## src/rtl/fetch_unit_if.sv

```systemverilog
// ------------------------------------------------------------------
// fetch_unit_if: fetch control, instruction memory and IF/ID bundle.
// Rev 1.0
// ------------------------------------------------------------------
`default_nettype none

interface fetch_unit_if;
  logic        PCLocker;
  logic        IF_IDLocker;
  logic        redirectValid;
  logic [31:0] redirectPC;
  logic        imem_req;
  logic [31:0] imem_addr;
  logic        imem_ready;
  logic        imem_rvalid;
  logic [31:0] imem_rdata;
  logic        ifid_valid;
  logic [31:0] ifid_pc;
  logic [31:0] ifid_instr;

  modport master (
    input  PCLocker, IF_IDLocker, redirectValid, redirectPC,
    input  imem_ready, imem_rvalid, imem_rdata,
    output imem_req, imem_addr,
    output ifid_valid, ifid_pc, ifid_instr
  );

  modport slave (
    output PCLocker, IF_IDLocker, redirectValid, redirectPC,
    output imem_ready, imem_rvalid, imem_rdata,
    input  imem_req, imem_addr,
    input  ifid_valid, ifid_pc, ifid_instr
  );
endinterface

`default_nettype wire

```

## src/rtl/fetch_unit.sv

```systemverilog
// ------------------------------------------------------------------
// fetch_unit: single-outstanding instruction fetch with 1-entry skid
// buffer feeding the IF/ID pipeline register. Rev 1.0
// ------------------------------------------------------------------
`default_nettype none

module fetch_unit #(
  parameter logic [31:0] RESET_PC  = 32'h0000_0000,
  parameter logic [31:0] NOP_INSTR = 32'h0000_0013
) (
  input  wire logic        clk,
  input  wire logic        rst,
  fetch_unit_if.master     bus
);

  typedef enum logic [1:0] {
    S_FETCH = 2'd0,
    S_WAIT  = 2'd1,
    S_FULL  = 2'd2
  } state_t;

  localparam logic [31:0] c_ALIGN_MASK = 32'hFFFF_FFFC;

  state_t      state_q, state_d;
  logic [31:0] pc_q, pc_d;
  logic [31:0] req_pc_q, req_pc_d;
  logic        drop_q, drop_d;
  logic [31:0] buf_pc_q, buf_pc_d;
  logic [31:0] buf_instr_q, buf_instr_d;
  logic        ifid_valid_q, ifid_valid_d;
  logic [31:0] ifid_pc_q, ifid_pc_d;
  logic [31:0] ifid_instr_q, ifid_instr_d;

  logic        fetch_req;
  logic        fetch_accept;
  logic        deliver;
  logic [31:0] dlv_pc;
  logic [31:0] dlv_instr;

  // A redirect suppresses the request so the stale pc is never fetched.
  assign fetch_req    = (state_q == S_FETCH) && bus.PCLocker && !bus.redirectValid && !rst;
  assign fetch_accept = fetch_req && bus.imem_ready;

  assign bus.imem_req   = fetch_req;
  assign bus.imem_addr  = pc_q & c_ALIGN_MASK;
  assign bus.ifid_valid = ifid_valid_q;
  assign bus.ifid_pc    = ifid_pc_q;
  assign bus.ifid_instr = ifid_instr_q;

  always_comb begin
    state_d      = state_q;
    pc_d         = pc_q;
    req_pc_d     = req_pc_q;
    drop_d       = drop_q;
    buf_pc_d     = buf_pc_q;
    buf_instr_d  = buf_instr_q;
    ifid_valid_d = ifid_valid_q;
    ifid_pc_d    = ifid_pc_q;
    ifid_instr_d = ifid_instr_q;
    deliver      = 1'b0;
    dlv_pc       = req_pc_q;
    dlv_instr    = bus.imem_rdata;

    if (bus.redirectValid) begin
      pc_d         = bus.redirectPC & c_ALIGN_MASK;
      ifid_valid_d = 1'b0;
      ifid_instr_d = NOP_INSTR;
      state_d      = S_FETCH;
      drop_d       = 1'b0;
      // Response still in flight: remember to swallow it when it lands.
      if ((state_q == S_WAIT) && !bus.imem_rvalid) begin
        state_d = S_WAIT;
        drop_d  = 1'b1;
      end
    end else begin
      case (state_q)
        S_FETCH: begin
          if (fetch_accept) begin
            req_pc_d = pc_q;
            pc_d     = pc_q + 32'd4;
            state_d  = S_WAIT;
          end
        end
        S_WAIT: begin
          if (bus.imem_rvalid) begin
            if (drop_q) begin
              drop_d  = 1'b0;
              state_d = S_FETCH;
            end else if (bus.IF_IDLocker) begin
              deliver = 1'b1;
              state_d = S_FETCH;
            end else begin
              buf_pc_d    = req_pc_q;
              buf_instr_d = bus.imem_rdata;
              state_d     = S_FULL;
            end
          end
        end
        S_FULL: begin
          if (bus.IF_IDLocker) begin
            deliver   = 1'b1;
            dlv_pc    = buf_pc_q;
            dlv_instr = buf_instr_q;
            state_d   = S_FETCH;
          end
        end
        default: state_d = S_FETCH;
      endcase

      if (bus.IF_IDLocker) begin
        ifid_valid_d = deliver;
        ifid_pc_d    = deliver ? dlv_pc : ifid_pc_q;
        ifid_instr_d = deliver ? dlv_instr : NOP_INSTR;
      end
    end
  end

  always_ff @(posedge clk) begin
    if (rst) begin
      state_q      <= S_FETCH;
      pc_q         <= RESET_PC;
      req_pc_q     <= 32'h0;
      drop_q       <= 1'b0;
      buf_pc_q     <= 32'h0;
      buf_instr_q  <= 32'h0;
      ifid_valid_q <= 1'b0;
      ifid_pc_q    <= 32'h0;
      ifid_instr_q <= NOP_INSTR;
    end else begin
      state_q      <= state_d;
      pc_q         <= pc_d;
      req_pc_q     <= req_pc_d;
      drop_q       <= drop_d;
      buf_pc_q     <= buf_pc_d;
      buf_instr_q  <= buf_instr_d;
      ifid_valid_q <= ifid_valid_d;
      ifid_pc_q    <= ifid_pc_d;
      ifid_instr_q <= ifid_instr_d;
    end
  end

endmodule

`default_nettype wire

```

## src/flat_wrapper.sv

```systemverilog
// flat-port wrapper written by rule: the top's interface ports become plain ports
module fetch_unit_flat 
#(
  parameter logic [31:0] RESET_PC  = 32'h0000_0000,
  parameter logic [31:0] NOP_INSTR = 32'h0000_0013
)
  (clk, rst, bus_PCLocker, bus_IF_IDLocker, bus_redirectValid, bus_redirectPC, bus_imem_ready, bus_imem_rvalid, bus_imem_rdata, bus_imem_req, bus_imem_addr, bus_ifid_valid, bus_ifid_pc, bus_ifid_instr);
  fetch_unit_if bus_i ();
  input  wire logic clk;
  input  wire logic rst;
  input wire logic [$bits(bus_i.PCLocker)-1:0] bus_PCLocker;
  input wire logic [$bits(bus_i.IF_IDLocker)-1:0] bus_IF_IDLocker;
  input wire logic [$bits(bus_i.redirectValid)-1:0] bus_redirectValid;
  input wire logic [$bits(bus_i.redirectPC)-1:0] bus_redirectPC;
  input wire logic [$bits(bus_i.imem_ready)-1:0] bus_imem_ready;
  input wire logic [$bits(bus_i.imem_rvalid)-1:0] bus_imem_rvalid;
  input wire logic [$bits(bus_i.imem_rdata)-1:0] bus_imem_rdata;
  output wire logic [$bits(bus_i.imem_req)-1:0] bus_imem_req;
  output wire logic [$bits(bus_i.imem_addr)-1:0] bus_imem_addr;
  output wire logic [$bits(bus_i.ifid_valid)-1:0] bus_ifid_valid;
  output wire logic [$bits(bus_i.ifid_pc)-1:0] bus_ifid_pc;
  output wire logic [$bits(bus_i.ifid_instr)-1:0] bus_ifid_instr;
  assign bus_i.PCLocker = bus_PCLocker;
  assign bus_i.IF_IDLocker = bus_IF_IDLocker;
  assign bus_i.redirectValid = bus_redirectValid;
  assign bus_i.redirectPC = bus_redirectPC;
  assign bus_i.imem_ready = bus_imem_ready;
  assign bus_i.imem_rvalid = bus_imem_rvalid;
  assign bus_i.imem_rdata = bus_imem_rdata;
  assign bus_imem_req = bus_i.imem_req;
  assign bus_imem_addr = bus_i.imem_addr;
  assign bus_ifid_valid = bus_i.ifid_valid;
  assign bus_ifid_pc = bus_i.ifid_pc;
  assign bus_ifid_instr = bus_i.ifid_instr;
  fetch_unit #(.RESET_PC(RESET_PC), .NOP_INSTR(NOP_INSTR)) u_core (.clk(clk), .rst(rst), .bus(bus_i));
endmodule
```

## config.mk

```make
export PLATFORM = sky130hd
export DESIGN_NAME = fetch_unit_flat
export DESIGN_NICKNAME = d
export VERILOG_FILES = /design/src/rtl/fetch_unit_if.sv /design/src/rtl/fetch_unit.sv /design/src/flat_wrapper.sv
export SDC_FILE = /design/constraint.sdc
export NUM_CORES = 1
export LEC_CHECK = 0
export CAP_MARGIN = 5
export CORE_ASPECT_RATIO = 1.1
export CORE_MARGIN = 2
export CORE_UTILIZATION = 35
export DETAILED_ROUTE_END_ITERATION = 16
export MAX_ROUTING_LAYER = met4
export SLEW_MARGIN = 10
export SYNTH_ARGS = -nofsm -noshare
export SYNTH_HDL_FRONTEND = slang
export SYNTH_SLANG_ARGS = --single-unit
```

## constraint.sdc

```tcl
create_clock -name clk -period 2.6 [get_ports clk]
set_input_delay 0.39 -clock clk [delete_from_list [all_inputs] [get_ports clk]]
set_output_delay 0.39 -clock clk [all_outputs]
set_load 0.005 [all_outputs]
```

==> metrics, run 1 <==
outcome=finished, final reports clean; leakage power figure=3.44 nW; vias per std cell=5.05; main combinational cell family by area after synthesis=simple AND/OR/NAND/NOR gates; fraction of the mapped netlist area in adder cells=less than 1%; # port buffers=162; worst slew margin relative to its limit=between 50% and 60%; count of different cell masters after synthesis=54; fraction of synthesized area in multiplexers=just over 8%; gr usage total=19.4%; post_cts resized=0; DRC=0; synthesized-area fraction occupied by xor and xnor cells=1.20%; TritonCTS clock tree=yes; largest net degree at the start of global routing=around 160; Detailed Place HPWL=15.3 mm; gp weighted congestion=0.829; Min-Delay Path Class=input pin to register; global-route wire length before repair=~36 mm; max-capacitance violation count=0; DIE WIDTH=149 um; post-detailed-route count of antenna-violating nets=0; Floorplan Core Area=~23000 um^2; number of instances in the synthesized netlist=960; total count of max-transition violations in the final report=0; largest driver fanout on the critical path=6; Main synth FF type=dfxtp_1; die area=24300 um^2; Post-layout nets=1177; Clock Path Buffers=2; most frequently used cell type in the post-synthesis netlist=nand2_1; EDFF count, synth=0; Compound-Gate Fraction of Synth Area=17.3%; number of levels in the clock H-tree=4; clock period minus final worst setup slack=2.29 ns; worst setup slack before clock tree synthesis=0.318 ns; Layout Utilization=around 47%; share of flip-flops with an asynchronous set or reset after synthesis=0%; I/O pin total=roughly 170; Final Skew=0.0124 ns; post-synthesis sequential element count=188; via count of the routed design=between 7k and 8k; Vert. Die Dim=approximately 160 um; finished layout cell area=10700 um^2; Worst Path Class, Setup=register to primary output; ranking of synthesized cells by instance count=208 x nand2_1, 188 x dfxtp_1, 99 x a21oi_1, 90 x nor2_1, 66 x clkbuf_1; Final Hold Vio Count=0; worst-case hold slack=~0.36 ns; clock insertion delay at the later pin of the skew report=0.43 ns; first-pass iteration count of the detailed router=4; root buffer cell=clkbuf_16; Power Total=6.06 mW; Synth Cell Area=8060 um^2; total cell area at the placement stage=approximately 10000 um^2; placed cell count=~1.4k; peak supply drop=0.446 mV; overflow left after global routing=0; RSZ-0062 raised after global routing=no; worst-path cell with the longest stage delay=clkdlybuf4s50_1; Ys Warns=0; critical path, cell by cell=inv_1 > ha_1 > and3_1 > clkdlybuf4s50_1; CTS Sinks=188; nature of the critical path endpoint=primary output; transition time at the pin with the least slew margin=0.739 ns; slowest stage delay, CP=0.52 ns; filler-free cell count of the finished design=1416; number of antenna violations at the first check in global routing=1; fraction of the yosys area taken by sequential cells=a little under half; final cycle utilization of the critical path=88.1%; crit path setup slack, layout=0.310 ns; TritonCTS Buffers=17; required time worst endpoint=2.21 ns; maximum achievable frequency=0.437 GHz; synthesis-to-layout area growth=32.9%; Setup Total Neg Slack=0 ns; number of global-route vias before repair=6761; leading post-synthesis cells by cell area=dfxtp_1 47%, nand2_1 9.7%, a21oi_1 6.1%; number of failing setup endpoints in the final timing report=0; Iter 0 DRT Violations=roughly 420; simple-gate share of the synthesized area=21.4%; clock-pin slew on the worst setup and hold paths=0.07 ns; effective utilization at floorplan=35.5%; total of hold buffers inserted after clock tree synthesis=0; arrival time of the worst setup path=1.90 ns; startpoint type of the worst setup path=register; power density over cell area=566 nW/um^2; cell accounting for the most synthesized area=dfxtp_1; mean area per synthesized cell=~8.4 um^2; FP Rows=58; post-CTS repair timing setup buffer count=0; share of final-layout standard cells stronger than drive strength 1=9.69%; Yosys top cell area share=46.7%; WL/cell=16.0 um; detailed-route wire length=about 23 mm
[placed cells by master, fill, tap and decap left out, drive strengths merged, types with 2 or more instances in the layout]
cell and n:
a2111oi 7, and3 9, inv 21, nand4 14, buf 36, o211ai 2, nand3 10, or3 4
nand2b 3, a211oi 42, nor2b 6, nor2 90, mux2 29, clkbuf 18, and4 9, conb 4
a21oi 99, o21ai 3, or4 2, clkinv 6, and2 6, a31oi 3, o221ai 2, ha 4
nand2 208, xnor2 10, dfxtp 188, nor3 14, o311ai 2, o2bb2ai 3, a22oi 29, nor4 10
clkdlybuf4s50 161, mux2i 34, a311oi 10, a21o 2
[registers in the layout (all words and copies together) (netlist names)]
name / count
u_core.buf_pc_q: 30
u_core.bus.ifid_instr: 32
u_core.state_q: 2
u_core.bus.ifid_valid: 1
u_core.pc_q: 30
u_core.req_pc_q: 30
u_core.buf_instr_q: 32
u_core.drop_q: 1
u_core.bus.ifid_pc: 30
[worst max-delay path, delay by kind of cell (launching register included)]
kind	cells	cell delay, ns
simple gates	1	0.23
flops	1	0.32
fa+ha+maj	1	0.27
buf+inv	2	0.66
[per-layer routing]
metal | track usage, % | vias up | part of all wire [%]
met4 | 5.67 | 0 | 1.9
met3 | 4.97 | 26 | 6.3
met1 | 24.8 | 3313 | 46
met5 | - | - | 0
li1 | - | 3645 | -
met2 | 30.3 | 168 | 46
[final cells by class]
class                   instances  area (um^2)
diodes                          1         2.50
clock buffers                  18          429
clock inverters                14          149
fillers                      2276        12000
inverters                      14         52.6
multi-input cells             684         3970
flip-flops and latches        188         3760
well taps                     300          375
repair buffers                197         1970
[worst paths after layout]
kind / start / endpoint / slack (ns) / depth (start not counted)
setup / recovery: u_core.state_q[0] / bus_imem_req / 0.31 / 4
setup reg to reg: u_core.pc_q[5] / u_core.pc_q[30] / 0.46 / 4
hold reg to reg: u_core.buf_instr_q[31] / u_core.buf_instr_q[31] / 0.45 / 2
hold / removal: rst / u_core.bus.ifid_instr[0] / 0.36 / 4
[power by group]
part,switching [mW],internal [mW],total [mW]
Clock,1.27,1.29,2.56
Combinational,0.251,0.270,0.521
Sequential,0.0645,2.92,2.99
[cells by family (layout without fill, tap and decap cells)]
logic type,Yosys count,after routing
flops,188,188
mux,63,63
simple gates,389,389
xor+xnor,11,11
fa+ha+maj,4,4
buf+inv,91,243
other cells,1,5
compound gates,213,213
Note: power is estimated with default switching activity, not from simulation.
==> inputs of run 2 (changes only) <==
--- a/config.mk
+++ b/config.mk
@@ -8,9 +8,10 @@
 export CAP_MARGIN = 5
 export CORE_ASPECT_RATIO = 1.1
 export CORE_MARGIN = 2
-export CORE_UTILIZATION = 35
+export CORE_UTILIZATION = 40
 export DETAILED_ROUTE_END_ITERATION = 16
 export MAX_ROUTING_LAYER = met4
+export PLACE_DENSITY = 0.64
 export SLEW_MARGIN = 10
 export SYNTH_ARGS = -nofsm -noshare
 export SYNTH_HDL_FRONTEND = slang
==> run 2 against run 1 <==
Net effect:
- cell count is 3.7% lower
- non-clock buffer count shrank 4
- via count increased by 0.70%
- combinational power down 4.4%
- fmax down 3.4%
- largest cell class unchanged
==> metrics, run 2 (synthesis results as in run 1) <==
Hold EP=u_core.bus.ifid_instr[1]; largest net degree at the start of global routing=157 (unchanged); area taken by flip-flops and latches=3760 um^2 (unchanged); post_cts resized=0 (unchanged); transition time at the pin with the least slew margin=0.772 ns (+0.0331 ns); Clk network pwr share=42.9% (+0.8 points); outcome=finished, final reports clean; die area=21300 um^2 (-12%); largest driver fanout on the critical path=11 (+5); met1 track demand over resource=27.3% (+2.5 points); final cycle utilization of the critical path=91.2% (+3.1 points); clock period minus final worst setup slack=2.37 ns (+0.0796 ns); count of filler cells inserted in the layout=1873 (-18%); worst reg-to-reg path cell count=4 (unchanged); number of levels in the clock H-tree=4 (unchanged); root buffer cell=clkbuf_16; Reg2Reg Launch Point=u_core.pc_q[5]; Clock Path Buffers=2 (unchanged); startpoint type of the worst setup path=input pin; met3 Track Usage GR=5.86% (+0.89 points); met2 routing resource usage after global routing=33.1% (+2.8 points); busiest grt layer=met2; Final Hold Vio Count=0 (unchanged); effective utilization at floorplan=40.7% (+5.2 points); TritonCTS clock tree=yes; leakage power figure=3.42 nW (-0.61%); Setup Total Neg Slack=0 ns (unchanged); CTS Sinks=188 (unchanged); clock insertion delay at the later pin of the skew report=0.44 ns (about the same); RSZ-0062 raised after global routing=no; detailed-route wire length=22.2 mm (-2.5%); switching share of total power=24.6% (-1.6 points); most frequent cell on the critical path=clkdlybuf4s50_1; commonest non-fill, non-tap cell in the layout=nand2_1; highest-count cells in the layout ignoring fill and taps=207 x nand2_1, 188 x dfxtp_1, 161 x clkdlybuf4s50_1; Vert. Die Dim=153 um (-6.3%); WL/cell=16.3 um (+1.3%); antenna cells=0 (-1); Worst Path Class, Setup=input pin to primary output; DRC=0 (unchanged); # port buffers=162 (unchanged); first-pass iteration count of the detailed router=5 (+1); TritonCTS Buffers=17 (unchanged); maximum achievable frequency=0.422 GHz (-3.4%); FP Rows=54 (-6.9%); Post-layout nets=1173 (-0.34%); power density over cell area=578 nW/um^2 (+2.0%); max-capacitance violation count=0 (unchanged); via count of the routed design=7202 (+0.70%); number of failing setup endpoints in the final timing report=0 (unchanged); global-route wire length before repair=35.6 mm (-1.9%); Min-Delay Path Class=input pin to register; Iter 0 DRT Violations=453 (+8.4%); gr usage total=21.2% (+1.8 points); worst-path cell with the longest stage delay=clkdlybuf4s50_1; slack of the worst reg-to-reg path=0.40 ns (-0.06 ns); worst-case hold slack=0.339 ns (-0.0213 ns); capture instance of the worst register-to-register path=u_core.pc_q[26]; peak supply drop=0.449 mV (+0.61%); timing startpoint of the critical path=bus_redirectValid; number of antenna violations at the first check in global routing=0 (-1); Floorplan Core Area=19800 um^2 (-13%); Internal Pwr Total=4.62 mW (+3.1%); synthesis-to-layout area growth=31.4%; Worst Hold Path Cells=4 (unchanged); gp weighted congestion=0.817 (-1.5%); required time worst endpoint=2.21 ns (about the same); number of global-route vias before repair=6682 (-1.2%); I/O pin total=169 (unchanged); nature of the critical path endpoint=primary output; Min-Delay Startpoint=rst; share of final-layout standard cells stronger than drive strength 1=9.36% (-0.33 points); overflow left after global routing=0 (unchanged); slowest stage delay, CP=0.63 ns (+0.11 ns); total count of max-transition violations in the final report=0 (unchanged); worst slew margin relative to its limit=48.5% (-2.2 points); area taken by multi-input logic gates=3970 um^2 (unchanged); Switching Power=1.50 mW (-5.2%); total of hold buffers inserted after clock tree synthesis=0 (unchanged); Comb pwr share=8.1% (-0.5 points); Final Skew=0.0121 ns (-0.000332 ns); post-detailed-route count of antenna-violating nets=0 (unchanged); post-CTS repair timing setup buffer count=0 (unchanged); vias per std cell=5.28 (+4.6%); clock-pin slew on the worst setup and hold paths=0.07 ns (about the same); Detailed Place HPWL=14.8 mm (-2.8%); critical path, cell by cell=clkdlybuf4s50_1 > nor2_1 > and3_1 > clkdlybuf4s50_1; arrival time of the worst setup path=1.98 ns (+0.08 ns); Sequential Power Share=49.0% (-0.3 points); DIE WIDTH=139 um (-6.3%)
run 2: power by group through the flow:
stage / combinational, mW / sequential (mW) / clock, mW
after floorplan: 0.231 / 3.04 / 0
after global placement: 0.496 / 3.06 / 0
after detailed placement: 0.499 / 3.06 / 0
after CTS: 0.501 / 3.00 / 2.67
after global routing: 0.541 / 3.00 / 2.80
final: 0.498 / 3.00 / 2.62
run 2: stage by stage:
stage               setup WS, ns  power (mW)  area (um^2)  cells  util (%)
detailed placement         0.119        3.56        10000   1331      50.5
global route               0.111        6.34        10600   1363      53.5
CTS                        0.223        6.17        10600   1363      53.5
finish                     0.230        6.12        10600   1363      53.5
global placement           0.199        3.56        10000   1331      50.5
floorplan                  0.684        3.27         8070    963         -
run 2: final cells by class:
type                       count  share of cell area (%)
sequential                   188                    35.5
inverter                      14                   0.496
clock inverter                11                    1.17
tap                          252                    2.98
multi-input combinational    684                    37.4
timing repair buffer         193                    18.0
clock buffer                  21                    4.44
run 2: worst max-delay path by stage:
stage                          end  slack (ns)  cells past startpoint
2_1_floorplan    u_core.state_q[1]        0.68                      8
3_3_place_gp   u_core.buf_pc_q[14]        0.20                      6
3_5_place_dp   u_core.buf_pc_q[18]        0.12                      6
4_1_cts               bus_imem_req        0.22                      4
5_1_grt            u_core.pc_q[26]        0.11                      4
6_report              bus_imem_req        0.23                      4
run 2: critical path: cells and delay by family:
family	cells	cell delay (ns)
buffers and inverters	2	1.14
and+or+nand+nor	2	0.45
run 2: per-layer routing:
layer	share of wire (%)	vias to the layer above	wire, um
met5	0	-	0
met2	45	173	10100
met3	6.5	21	1440
met4	1.2	0	262
li1	-	3649	-
met1	47	3359	10400
